### config.mk
export PLATFORM = sky130hd
export DESIGN_NAME = trng_uart_rx
export DESIGN_NICKNAME = d
export VERILOG_FILES = /design/src/rtl/trng_uart_rx.sv
export SDC_FILE = /design/constraint.sdc
export NUM_CORES = 1
export LEC_CHECK = 0
export BUFFER_PORTS_ARGS = -buffer_cell sky130_fd_sc_hd__buf_2
export CAP_MARGIN = 25
export CORE_AREA = 2 2 61 63
export DETAILED_ROUTE_END_ITERATION = 8
export DIE_AREA = 0 0 63 65
export PLACE_DENSITY_LB_ADDON = 0.25
export SYNTH_ARGS = -nofsm -noshare
export SYNTH_HDL_FRONTEND = slang
export SYNTH_SLANG_ARGS = --single-unit
### constraint.sdc
create_clock -name clk -period 3.2 [get_ports clk]
set_input_delay 0.32 -clock clk [delete_from_list [all_inputs] [get_ports clk]]
set_output_delay 0.32 -clock clk [all_outputs]
set_load 0.05 [all_outputs]
### src/rtl/trng_uart_rx.sv
// UART 8N1 receiver for the TRNG byte stream.
// Bytes are delivered through a one-deep valid/ready holding register.
// Framing errors and overruns are flagged with one-cycle pulses.
// block_done marks the last byte of each hash block.
module trng_uart_rx #(
    parameter int CLKS_PER_BIT    = 434,
    parameter int BYTES_PER_BLOCK = 32
) (
    input  logic       clk,
    input  logic       rst_n,
    input  logic       rx,
    output logic [7:0] rx_data,
    output logic       rx_valid,
    input  logic       rx_ready,
    output logic       frame_err,
    output logic       overrun,
    output logic       block_done
);

    localparam int HALF_BIT = CLKS_PER_BIT / 2;
    localparam int CNT_W    = $clog2(CLKS_PER_BIT + 1);
    localparam int BLK_W    = (BYTES_PER_BLOCK > 1) ? $clog2(BYTES_PER_BLOCK) : 1;

    localparam logic [CNT_W-1:0] CNT_ONE  = CNT_W'(1);
    localparam logic [CNT_W-1:0] CNT_HALF = CNT_W'(HALF_BIT);
    localparam logic [CNT_W-1:0] CNT_FULL = CNT_W'(CLKS_PER_BIT);
    localparam logic [BLK_W-1:0] BLK_LAST = BLK_W'(BYTES_PER_BLOCK - 1);

    typedef enum logic [2:0] {
        IDLE,
        START,
        DATA,
        STOP,
        BREAK
    } state_t;

    // Synchronizer flops, preset to the idle line level
    logic             rx_meta_q;
    logic             rx_s_q;

    // Receive FSM state
    state_t           state_q,  state_d;
    logic [CNT_W-1:0] cnt_q,    cnt_d;
    logic [2:0]       bit_q,    bit_d;
    logic [7:0]       shift_q,  shift_d;

    // Holding register, block counter and status pulses
    logic [7:0]       data_q,   data_d;
    logic             valid_q,  valid_d;
    logic             ferr_q,   ferr_d;
    logic             ovr_q,    ovr_d;
    logic             bdone_q,  bdone_d;
    logic [BLK_W-1:0] blk_q,    blk_d;

    // Per-cycle events from the FSM
    logic             byte_done;
    logic             stop_bad;
    logic             load;

    // Two-flop synchronizer for the asynchronous serial line
    always_ff @(posedge clk or negedge rst_n) begin
        if (!rst_n) begin
            rx_meta_q <= 1'b1;
            rx_s_q    <= 1'b1;
        end else begin
            rx_meta_q <= rx;
            rx_s_q    <= rx_meta_q;
        end
    end

    // FSM next state: cnt holds the cycle index within the current bit,
    // so cnt == k in the k-th cycle after the falling edge was seen
    always_comb begin
        state_d   = state_q;
        cnt_d     = cnt_q;
        bit_d     = bit_q;
        shift_d   = shift_q;
        byte_done = 1'b0;
        stop_bad  = 1'b0;
        case (state_q)
            IDLE: begin
                if (!rx_s_q) begin
                    state_d = START;
                    cnt_d   = CNT_ONE;
                end
            end
            START: begin
                if (cnt_q == CNT_HALF) begin
                    if (rx_s_q) begin
                        state_d = IDLE;
                    end else begin
                        state_d = DATA;
                        cnt_d   = CNT_ONE;
                        bit_d   = 3'd0;
                    end
                end else begin
                    cnt_d = cnt_q + CNT_ONE;
                end
            end
            DATA: begin
                if (cnt_q == CNT_FULL) begin
                    shift_d = {rx_s_q, shift_q[7:1]};
                    cnt_d   = CNT_ONE;
                    if (bit_q == 3'd7) begin
                        state_d = STOP;
                    end else begin
                        bit_d = bit_q + 3'd1;
                    end
                end else begin
                    cnt_d = cnt_q + CNT_ONE;
                end
            end
            STOP: begin
                if (cnt_q == CNT_FULL) begin
                    if (rx_s_q) begin
                        byte_done = 1'b1;
                        state_d   = IDLE;
                    end else begin
                        stop_bad = 1'b1;
                        state_d  = BREAK;
                    end
                end else begin
                    cnt_d = cnt_q + CNT_ONE;
                end
            end
            BREAK: begin
                if (rx_s_q) begin
                    state_d = IDLE;
                end
            end
            default: begin
                state_d = IDLE;
            end
        endcase
    end

    // Holding register, handshake, overrun and block accounting
    always_comb begin
        data_d  = data_q;
        valid_d = valid_q;
        blk_d   = blk_q;
        bdone_d = 1'b0;
        ferr_d  = stop_bad;
        ovr_d   = byte_done && valid_q && !rx_ready;
        load    = byte_done && (!valid_q || rx_ready);

        if (load) begin
            data_d  = shift_q;
            valid_d = 1'b1;
            if (blk_q == BLK_LAST) begin
                blk_d   = '0;
                bdone_d = 1'b1;
            end else begin
                blk_d = blk_q + BLK_W'(1);
            end
        end else if (valid_q && rx_ready) begin
            valid_d = 1'b0;
        end
    end

    // State and output registers
    always_ff @(posedge clk or negedge rst_n) begin
        if (!rst_n) begin
            state_q <= IDLE;
            cnt_q   <= '0;
            bit_q   <= 3'd0;
            shift_q <= 8'h00;
            data_q  <= 8'h00;
            valid_q <= 1'b0;
            ferr_q  <= 1'b0;
            ovr_q   <= 1'b0;
            bdone_q <= 1'b0;
            blk_q   <= '0;
        end else begin
            state_q <= state_d;
            cnt_q   <= cnt_d;
            bit_q   <= bit_d;
            shift_q <= shift_d;
            data_q  <= data_d;
            valid_q <= valid_d;
            ferr_q  <= ferr_d;
            ovr_q   <= ovr_d;
            bdone_q <= bdone_d;
            blk_q   <= blk_d;
        end
    end

    assign rx_data    = data_q;
    assign rx_valid   = valid_q;
    assign frame_err  = ferr_q;
    assign overrun    = ovr_q;
    assign block_done = bdone_q;

endmodule
## Yosys cells after proc, flatten, opt, wreduce, memory -nomap -nowiden

Cells that the tools add are included.

- Input bits: 4
- Flip-flop bits (word level): 42
- Output and inout port bits: 12
- Word-level logic and storage cells: 77

- Equality and inequality tests: 17
- Multiplexer cells: 30
- Reduce and logical (&&, ||, !) cells: 15
- $add $sub $neg: 3

Operators by type and width:

| cell | number |
|---|---|
| 9-bit two-way mux | 4 |
| 9-bit case mux with 4 select lines | 1 |
| 3-bit two-way mux | 11 |
| 2-bit inequality test, second input constant | 9 |
| 3-bit case mux with 5 select lines | 1 |
| 1-bit two-way mux | 10 |
| 9-bit by 1-bit adder with 9-bit output, second input constant | 1 |
| 9-bit by 8-bit == test with 1-bit output, second input constant | 1 |
| 9-bit == test, second input constant | 1 |
| 3-bit by 2-bit == test with 1-bit output, second input constant | 2 |
| 3-bit == test, second input constant | 2 |
| 3-bit case mux with 2 select lines | 1 |
| 6-bit AND reduction | 1 |
| 5-bit by 1-bit adder with 5-bit output, second input constant | 1 |
| 5-bit == test, second input constant | 1 |
| 5-bit two-way mux | 1 |
| 5-bit AND reduction | 1 |
| 1-bit logical AND | 4 |
| 2-bit AND reduction | 2 |
| 2-bit nonzero test | 2 |
| 4-bit nonzero test | 1 |
| 3-bit by 1-bit adder with 3-bit output, second input constant | 1 |
| 3-bit by 1-bit == test with 1-bit output, second input constant | 1 |
| 3-bit logical NOT | 1 |
| other kinds (3) | 4 |

## Logic depth before layout (Yosys ltp)

Gate-level depths: netlist of run 1.

- Depth in word-level cells: 5
- Gate-level depth with buffers: 7
- Mapped depth without buffers: 6

## Worst setup path after synthesis of run 1

No wires, ideal clock.

- Kind: reg-to-reg
- From: register cnt_q[3]
- To: register state_q[0]
- Clock period less this slack: 1.867 ns
- Path buffers: 1
- Cell stages (with the launch flop): 6
- Library setup time: 0.072 ns
- Arrival: 1.795 ns
- Slack: 1.333 ns
- Data required time: 3.128 ns
- Path through: dfrtp_1 buf_6 or3b_4 or4_1 mux4_2 nor2_1

- Word-level cells in the longest chain between the ends: 3
- Elaborated cells between the ends (all ways): 6
- Those cells by class: eq/ne: 5; reduce/logical: 1

Ends and longest elaborated chain:

| item | line | source |
|---|---|---|
| from (decl) | 43 | `logic [CNT_W-1:0] cnt_q, cnt_d;` |
| from (signal assigned) | 176 | `cnt_q <= cnt_d;` |
| 9-bit == test or 9-bit by 8-bit == test with 1-bit output (tied branches) | 101, 114, 88 |  |
| 2-bit inequality test (no line) | -- |  |
| 6-bit AND reduction (no line) (*) | -- |  |
| to (signal assigned) | 175 | `state_q <= state_d;` |
| to (decl) | 42 | `state_t state_q, state_d;` |

Every way passes the cells marked *; elsewhere a longest branch is shown, timed or not.
A chain may end at the register's enable or synchronous reset.

## Worst setup path in the final report of run 1

- From: register state_q[1]
- To: register bit_q[0]

- Word-level cells in the longest chain between the ends: 3
- Elaborated cells between the ends (all ways): 9
- Those cells by class: eq/ne: 6; mux: 1; reduce/logical: 2

Ends and longest elaborated chain:

| item | line | source |
|---|---|---|
| 3-bit by 2-bit == test with 1-bit output or 3-bit by 1-bit == test with 1-bit output (tied branches) | 80 | `case (state_q)` |
| 2-bit inequality test (no line) or 2-bit nonzero test (tied branches) | -- |  |
| 5-bit AND reduction (no line) | -- |  |
| to (signal assigned) | 177 | `bit_q <= bit_d;` |
| to (decl) | 44 | `logic [2:0] bit_q, bit_d;` |

Several ways; a longest one is shown, not always the timed one.

==> impl_metrics.tcl, run 1 <==
set metrics [dict create \
    die-area_um2 4100 \
    drive_gt1_share_pct 17.2 \
    synth.avg_cell_area_um2 11.4 \
    n_antenna_cell 0 \
    period_minus_slack_ns 2.15 \
    grt_pass1_vias 1514 \
    core-area_um2 3500 \
    required_ns 3.44 \
    clk_pin_slew_ns 0.13 \
    vias 1487 \
    grt.total_usage_pct 21.0 \
    rows 22 \
    die_w_um 63 \
    nFillCells 278 \
    rsz0062_at_grt "false" \
    root_buffer "clkbuf_4" \
    routabilityCongestion 0.808 \
    synth_seq_area_share_pct 50.2 \
    max_freq_ghz 0.465 \
    wl_per_cell_um 15.6 \
    dp_hpwl_um 2830 \
    hold_ws_ns 0.0755 \
    drc_errors 0 \
    relSlewSlack_pct 40.8 \
    die-height_um 65 \
    ios 16 \
    nNetsFinal 213 \
    worst_hold_path_type "primary input to async pin" \
    synth_area_um2 2100 \
    area_delta_synth_final_pct 8.88 \
    arrival_ns 2.38 \
    crit_type "flip-flop to flip-flop" \
    htree_levels 2 \
    power_leakage_uw 0.00115 \
    setup_tns_ns 0 \
    ys.flop_type "dfrtp_1" \
    drtIter0Drc 79 \
    crit_fanout 11 \
    ant_nets 0 \
    setup_viol 0 \
    startpoint "state_q[1]" \
    detail_route.first_pass.iterations 6 \
    maxSlewViolCount 0 \
    cts_resized 0 \
    grt_max_degree 43 \
    via_per_inst 5.92 \
    cts_tree "yes" \
    netlist_instances 184 \
    wl_um 3920 \
    ys_ff_latch 42 \
    timing.rr.start "state_q[1]" \
    synth_edf_count 0 \
    post_cts_buffers 0 \
    clock_latency_ns 0.35 \
    antenna_found_initial 0 \
    power_per_cell_area_nw_per_um2 386 \
    hold_viol 0 \
    worst_pin_slew_ns 0.888 \
    clock_path_buffers 2 \
    grt-ovfl-total 0 \
    clock_sinks 42 \
    critPathCaptureType "flip-flop" \
    initial_core_util_pct 60.0 \
    finalCritPeriodShare_pct 67.1 \
    synth_warnings 0 \
    synth_nets 195 \
    synth_cell_types 48 \
    skew_ns 0.0135 \
    portBuffers 15 \
    r2r_cells 4 \
    grt_first_pass_wirelength_um 6700 \
    async_reset_ff_share_pct 100 \
    max-vdd-ir-drop_mv 0.274 \
    maxCapViolCount 0 \
    start_kind "flip-flop" \
    status "completed" \
    hold_buffers 0 \
    numCtsBuffers 5 \
]
==> where the power goes <==
group | total (µW) | switching [µW] | leakage, µW | internal, µW
Sequential | 534 | 1.15 | 0.000560 | 533
Combinational | 13.6 | 11.2 | 0.000552 | 2.40
Clock | 334 | 169 | 0.0000385 | 165
==> sequential cells by signal, summed over array words and instances (netlist names) <==
signal,count
blk_q,5
rx_data,8
state_q,3
bit_q,3
frame_err,1
block_done,1
rx_s_q,1
rx_valid,1
cnt_q,9
overrun,1
shift_q,8
rx_meta_q,1
==> layout by cell type, fill, tap and decap left out, types with 2 or more instances in the layout <==
cell type	instances
dfrtp_1	40
mux2_1	19
inv_1	15
buf_2	15
nand2_1	13
nor2_1	12
o21ai_0	7
o221ai_1	7
ha_1	7
nor3_1	6
nand2b_1	5
clkbuf_4	5
nand3_1	4
and3_1	3
and2_1	2
a21oi_1	2
o211ai_1	2
a31oi_1	2
mux2i_1	2
a211oi_1	2
or4_1	2
nor4_1	2
dfstp_2	2
==> Yosys cell counts, types with 2 or more instances <==
master | n | area [µm²]
inv_1 | 15 | 56.3
o221ai_1 | 7 | 61.3
nor3_1 | 6 | 30.0
and3_1 | 3 | 18.8
mux2_1 | 19 | 214
a211oi_1 | 2 | 15.0
nand2_1 | 13 | 48.8
or4_1 | 2 | 15.0
ha_1 | 7 | 87.6
dfstp_2 | 2 | 52.6
a31oi_1 | 2 | 12.5
dfrtp_1 | 40 | 1000
a21oi_1 | 2 | 10.0
o21ai_0 | 7 | 35.0
nor2_1 | 12 | 45.0
nand2b_1 | 5 | 31.3
and2_1 | 2 | 12.5
o211ai_1 | 2 | 15.0
nand3_1 | 4 | 20.0
mux2i_1 | 2 | 20.0
buf_4 | 2 | 15.0
nor4_1 | 2 | 12.5
==> worst paths after layout <==
| check | to | slack, ns |
|---|---|---|
| worst min-delay path | shift_q[2] | 0.08 |
| min in group clk | rx_meta_q | 0.08 |
| worst max-delay path | bit_q[0] | 1.05 |
| worst min register to register | rx_s_q | 0.36 |
| worst max register to register | bit_q[0] | 1.05 |
| max in group asynchronous | cnt_q[8] | 2.56 |
==> layer usage <==
layer / routed length, µm / vias to the layer above / part of all wire, % / track usage, %
met5: 0 / - / 0 / 0
met4: 80 / 0 / 2.0 / 10.0
met3: 155 / 14 / 4.0 / 5.21
met2: 2040 / 37 / 52 / 37.6
met1: 1640 / 730 / 42 / 23.3
li1: - / 706 / - / -
==> per-stage QoR <==
stage	utilization, %	setup slack [ns]	area, µm²	instances	power (µW)
3_5_place_dp	63.1	1.08	2210	243	559
2_1_floorplan	-	1.33	2100	184	546
6_report	65.4	1.05	2280	251	882
5_1_grt	65.4	0.888	2280	251	924
4_1_cts	65.4	1.04	2280	251	892
3_3_place_gp	63.1	1.19	2210	243	558
==> kinds of logic after synthesis <==
logic type / after synthesis / synth area share [%]
AND/OR/NAND/NOR: 61 / 17.6
flip-flops: 42 / 50.2
AO/OA/AOI/OAI: 31 / 10.9
multiplexers: 23 / 12.8
buffers and inverters: 20 / 4.35
adder cells (fa/ha/maj): 7 / 4.17
==> critical path: stages (launching register included) <==
cell and delay (ns):
dfrtp_1 0.54, nor3b_1 0.52, a31oi_1 0.16, nor3_1 0.43, mux2_1 0.37
==> final cells by class <==
cell class,instances,area (µm²),share of cell area [%]
Tap cell,48,60.1,2.63
Clock inverter,2,37.5,1.64
Inverter,15,56.3,2.46
Clock buffer,6,41.3,1.81
Multi-Input combinational cell,122,953,41.7
Sequential cell,42,1050,46.1
Timing Repair Buffer,16,82.6,3.61
Note: power is estimated with default switching activity, not from simulation.
==> run 2, diff against run 1 <==
Settings changed: CORE_AREA 2 2 61 63 to 2 2 66 68, DIE_AREA 0 0 63 65 to 0 0 68 70.
Clock period 3.2 ns to 1.8 ns, I/O delays scaled along.
==> impl_metrics.tcl, run 2 (synthesized netlist as in run 1, its figures left out) <==
set metrics [dict create \
    status "finished, violations left" \
    start_kind "flip-flop" \
    area_delta_synth_final_pct 33.4 \
    setup_tns_ns -0.462 \
    cts_tree "yes" \
    root_buffer "clkbuf_8" \
    max-vdd-ir-drop_mv 0.401 \
    dp.cells 268 \
    drtIter0Drc 70 \
    combPwrFrac_pct 2.0 \
    hold_ws_ns 0.283 \
    antenna_found_initial 0 \
    skew_ns 0.00953 \
    nNetsFinal 248 \
    die_w_um 68 \
    clock_path_buffers 2 \
    portBuffers 15 \
    finalCritPeriodShare_pct 108 \
    setup_viol 12 \
    mostFrequentLayoutCells "dfrtp_1 (39), buf_4 (23), mux2_1 (15), buf_2 (15), inv_1 (12)" \
    arrival_ns 2.11 \
    die-area_um2 4760 \
    setup_slack_ns -0.138 \
    regArea_um2 1050 \
    ant_nets 0 \
    cp_num_buf_inv 0 \
    maxSlewViolCount 0 \
    max_stage_delay_ns 0.62 \
    p_int_uw 1370 \
    vias 1673 \
    n_antenna_cell 0 \
    multi_input_area_um2 1120 \
    rows 24 \
    crit_type "flip-flop to flip-flop" \
    power_switching_uw 329 \
    hold_viol 0 \
    numCtsBuffers 5 \
    violations "negative setup slack" \
    pre_cts_ws_ns -0.0585 \
    grt_first_pass_wirelength_um 7710 \
    routabilityCongestion 0.845 \
    final_cells 290 \
    dpl_cell_area_um2 2380 \
    rsz0062_at_grt "true" \
    period_minus_slack_ns 1.94 \
    drc_errors 0 \
    grt_pass1_vias 1684 \
    seq_power_share_pct 55.8 \
    via_per_inst 5.77 \
    largest_reg_flops 9 \
    initial_core_util_pct 50.6 \
    wl_um 4970 \
    worst_pin_slew_ns 0.711 \
    max_freq_ghz 0.516 \
    detail_route.first_pass.iterations 4 \
    grt.total_usage_pct 21.2 \
    final_area_um2 2800 \
    grt_max_degree 43 \
    clk_pin_slew_ns 0.08 \
    die-height_um 70 \
    wl_per_cell_um 17.1 \
    ios 16 \
    power_per_cell_area_nw_per_um2 608 \
    maxCapViolCount 0 \
    htree_levels 2 \
    crit_fanout 7 \
    worst_hold_path_type "primary input to flip-flop" \
    mostFrequentLayoutCell "dfrtp_1" \
    p_sw_share_pct 19.3 \
    clock_sinks 42 \
    regMostFlops "cnt_q" \
    crit_family "simple AND/OR/NAND/NOR gates" \
    grt-ovfl-total 0 \
    clkPwrFrac_pct 42.3 \
    clock_latency_ns 0.29 \
    power_leakage_uw 0.00137 \
    critPathCaptureType "flip-flop" \
    drive_gt1_share_pct 41.2 \
    slowest_stage "nor3b_1" \
    relSlewSlack_pct 52.5 \
    required_ns 1.97 \
    core-area_um2 4140 \
    path_cells "nor3b_1 > a31oi_1 > nor3_2 > mux2_1" \
    dp_hpwl_um 3210 \
    nFillCells 312 \
]
-- run 2: cell count changes in the layout (fill, tap and decap cells not counted), sizes merged --
cell and delta:
clkbuf +1, clkinvlp -1, dlygate4sd3 +2, buf +33
-- run 2: metal layers --
metal  global-route usage (%)  up-vias  routed length [µm]
li1                         -      776                   -
met1                     26.1      858                1960
met2                     36.2       33                2780
met3                     5.48        6                 165
met4                     5.78        0                  56
met5                        0        -                   0
-- run 2: what timing repair did --
action | CTS | global route
gates resized for setup | 5 | 44
hold buffers | 2 | 0
gates cloned | 0 | 1
hold endpoints to repair | 41 | 0
pin swaps | 2 | 15
setup buffers | 0 | 11
setup endpoints to repair | 18 | 33
-- run 2: final cells by class --
cell class | instances | share of cell area [%]
tap | 52 | 2.32
sequential | 42 | 37.7
clock buffer | 7 | 2.73
inverter | 15 | 2.01
timing repair buffer | 51 | 14.3
clock inverter | 1 | 1.07
multi-input combinational | 122 | 39.9
-- run 2: metrics by stage --
stage | util (%) | total power (µW)
2_1_floorplan | - | 971
3_3_place_gp | 57.5 | 997
3_5_place_dp | 57.5 | 999
4_1_cts | 60.7 | 1710
5_1_grt | 67.5 | 1760
6_report | 67.5 | 1700
-- run 2: worst paths after layout --
| path | startpoint | end | slack, ns | cells past startpoint |
|---|---|---|---|---|
| setup / recovery | state_q[2] | bit_q[0] | -0.14 | 4 |
| min in group asynchronous | rst_n | cnt_q[7] | 0.39 | 3 |
| max in group asynchronous | rst_n | rx_s_q | 1.15 | 3 |
| setup reg to reg | state_q[2] | bit_q[0] | -0.14 | 4 |
| hold / removal | rx_ready | rx_valid | 0.28 | 3 |
| hold reg to reg | rx_meta_q | rx_s_q | 0.36 | 0 |
-- run 2: worst reg2reg max path: cells and delay by family, from the launching register on --
family,cells,cell delay (ns)
muxes,1,0.34
DFF,1,0.47
AOI/OAI and AO/OA,1,0.19
and+or+nand+nor,2,0.81
-- run 2: power groups by stage --
stage                     Clock [µW]  Combinational (µW)  Sequential (µW)
final                            720                33.5              949
after global routing             775                38.7              950
after CTS                        729                35.1              949
after detailed placement           0                31.5              968
after global placement             0                29.9              968
after floorplan                    0                3.68              967
==> run 3, diff against run 2 <==
Settings changed: CORE_AREA 2 2 66 68 to 2 2 63 65, DIE_AREA 0 0 68 70 to 0 0 65 67, SETUP_SLACK_MARGIN from default to 0.4.
Clock period 1.8 ns to 2.06 ns, I/O delays scaled along.
==> impl_metrics.tcl, run 3 (synthesized netlist as in run 1, its figures left out) <==
set metrics [dict create \
    ios 16 \
    required_ns 2.28 \
    status "completed" \
    antenna_found_initial 0 \
    hold_viol 0 \
    crit_type "flip-flop to flip-flop" \
    setup_slack_ns 0.113 \
    skew_ns 0.00786 \
    power_per_cell_area_nw_per_um2 482 \
    period_minus_slack_ns 1.95 \
    grt_pass1_vias 1692 \
    setup_viol 0 \
    max-vdd-ir-drop_mv 0.478 \
    clock_sinks 42 \
    met2_length_um 3120 \
    die-height_um 67 \
    mostFrequentLayoutCells "dfrtp_1 (32), buf_4 (21), buf_2 (15), mux2_4 (13)" \
    ant_nets 0 \
    max_stage_delay_ns 0.52 \
    drtIter0Drc 242 \
    mostFrequentLayoutCell "dfrtp_1" \
    reg2reg_to "state_q[0]" \
    root_buffer "clkbuf_8" \
    die_w_um 65 \
    grt.total_usage_pct 26.1 \
    grt_first_pass_wirelength_um 8350 \
    clk_pin_slew_ns 0.08 \
    max_freq_ghz 0.514 \
    cpMostUsedCell "ha_4" \
    wl_met3_um 366 \
    drive_gt1_share_pct 49.6 \
    wl_per_cell_um 21.3 \
    start_kind "flip-flop" \
    cp_num_buf_inv 1 \
    crit_fanout 3 \
    highest_layer "met4" \
    grt-ovfl-total 0 \
    final_area_um2 2910 \
    power_leakage_uw 0.00138 \
    setup_tns_ns 0 \
    die-area_um2 4360 \
    dpl_cell_area_um2 2280 \
    worst_hold_path_type "primary input to async pin" \
    maxCapViolCount 0 \
    wl_um 6090 \
    rrSetupSlack_ns 0.11 \
    initial_core_util_pct 58.2 \
    area_delta_synth_final_pct 38.8 \
    portBuffers 15 \
    clock_latency_ns 0.30 \
    finalCritPeriodShare_pct 94.5 \
    clock_path_buffers 2 \
    power.total_uw 1400 \
    rsz0062_at_grt "true" \
    vias 1779 \
    crit_family "simple AND/OR/NAND/NOR gates" \
    largest_reg_flops 9 \
    worst_pin_slew_ns 0.916 \
    timing.rr.start "bit_q[0]" \
    maxSlewViolCount 0 \
    numCtsBuffers 5 \
    nNetsFinal 248 \
    htree_levels 2 \
    arrival_ns 2.17 \
    via_per_inst 6.22 \
    rows 22 \
    critPathCaptureType "flip-flop" \
    wl_met1_um 2240 \
    cts_tree "yes" \
    grt_max_degree 43 \
    drc_errors 0 \
    slowest_stage "or4_4" \
    pre_cts_ws_ns 0.0821 \
    n_antenna_cell 0 \
    dp_hpwl_um 2820 \
    r2r_cells 6 \
    routabilityCongestion 0.910 \
    detail_route.first_pass.iterations 4 \
    core-area_um2 3610 \
    regMostFlops "cnt_q" \
    path_cells "ha_4 > ha_4 > inv_2 > or4_4 > mux4_2 > nor2_1" \
    relSlewSlack_pct 39.0 \
]
## run 3: worst max-delay path by stage
stage            endpoint      from  depth (start not counted)
6_report       state_q[0]  bit_q[0]                          6
5_1_grt        state_q[0]  cnt_q[3]                          4
4_1_cts        state_q[0]  bit_q[0]                          6
3_5_place_dp     cnt_q[0]  cnt_q[1]                          6
3_3_place_gp   state_q[0]  cnt_q[6]                          4
2_1_floorplan  state_q[0]  cnt_q[3]                          5
## run 3: final cells by class
class                      count  area, µm²
fill                         186        693
clock inverter                 1       5.00
tap                           48       60.1
inverter                      15       56.3
sequential                    42       1060
multi-input combinational    123       1250
timing repair buffer          50        393
clock buffer                   7       86.3
## run 3: per-layer routing
| metal | GRT usage (%) | vias to the layer above |
|---|---|---|
| li1 | - | 785 |
| met5 | 0 | - |
| met3 | 6.93 | 35 |
| met2 | 44.2 | 93 |
| met4 | 9.57 | 0 |
| met1 | 31.9 | 866 |
## run 3: power breakdown
group          switching (µW)  leakage (µW)  internal, µW
Combinational            18.9      0.000786          6.14
Sequential               2.72      0.000548           827
Clock                     278     0.0000482           270
Total                     300       0.00138          1100
## run 3: metrics by stage
step | std cells | util, % | hold WS (ns)
final | 286 | 80.8 | 0.0352
after global placement | 247 | 63.2 | 0.315
after CTS | 276 | 75.1 | 0.00238
after global routing | 286 | 80.8 | 0.0975
after floorplan | 184 | - | -0.0896
after detailed placement | 247 | 63.2 | 0.315
## run 3: worst register-to-register path, stage by stage (launching register included)
cell and delay, ns:
dfrtp_2 0.42, ha_4 0.16, ha_4 0.13, inv_2 0.03, or4_4 0.52, mux4_2 0.48, nor2_1 0.13
## run 3: timing repair
action                                 CTS  global route
hold buffers                             0             1
pin swaps                               15             7
endpoints found under the hold margin    0             1
resized for setup                       42            30
setup endpoints to repair               32            35
setup buffers                           20             8
cloned                                   1             1
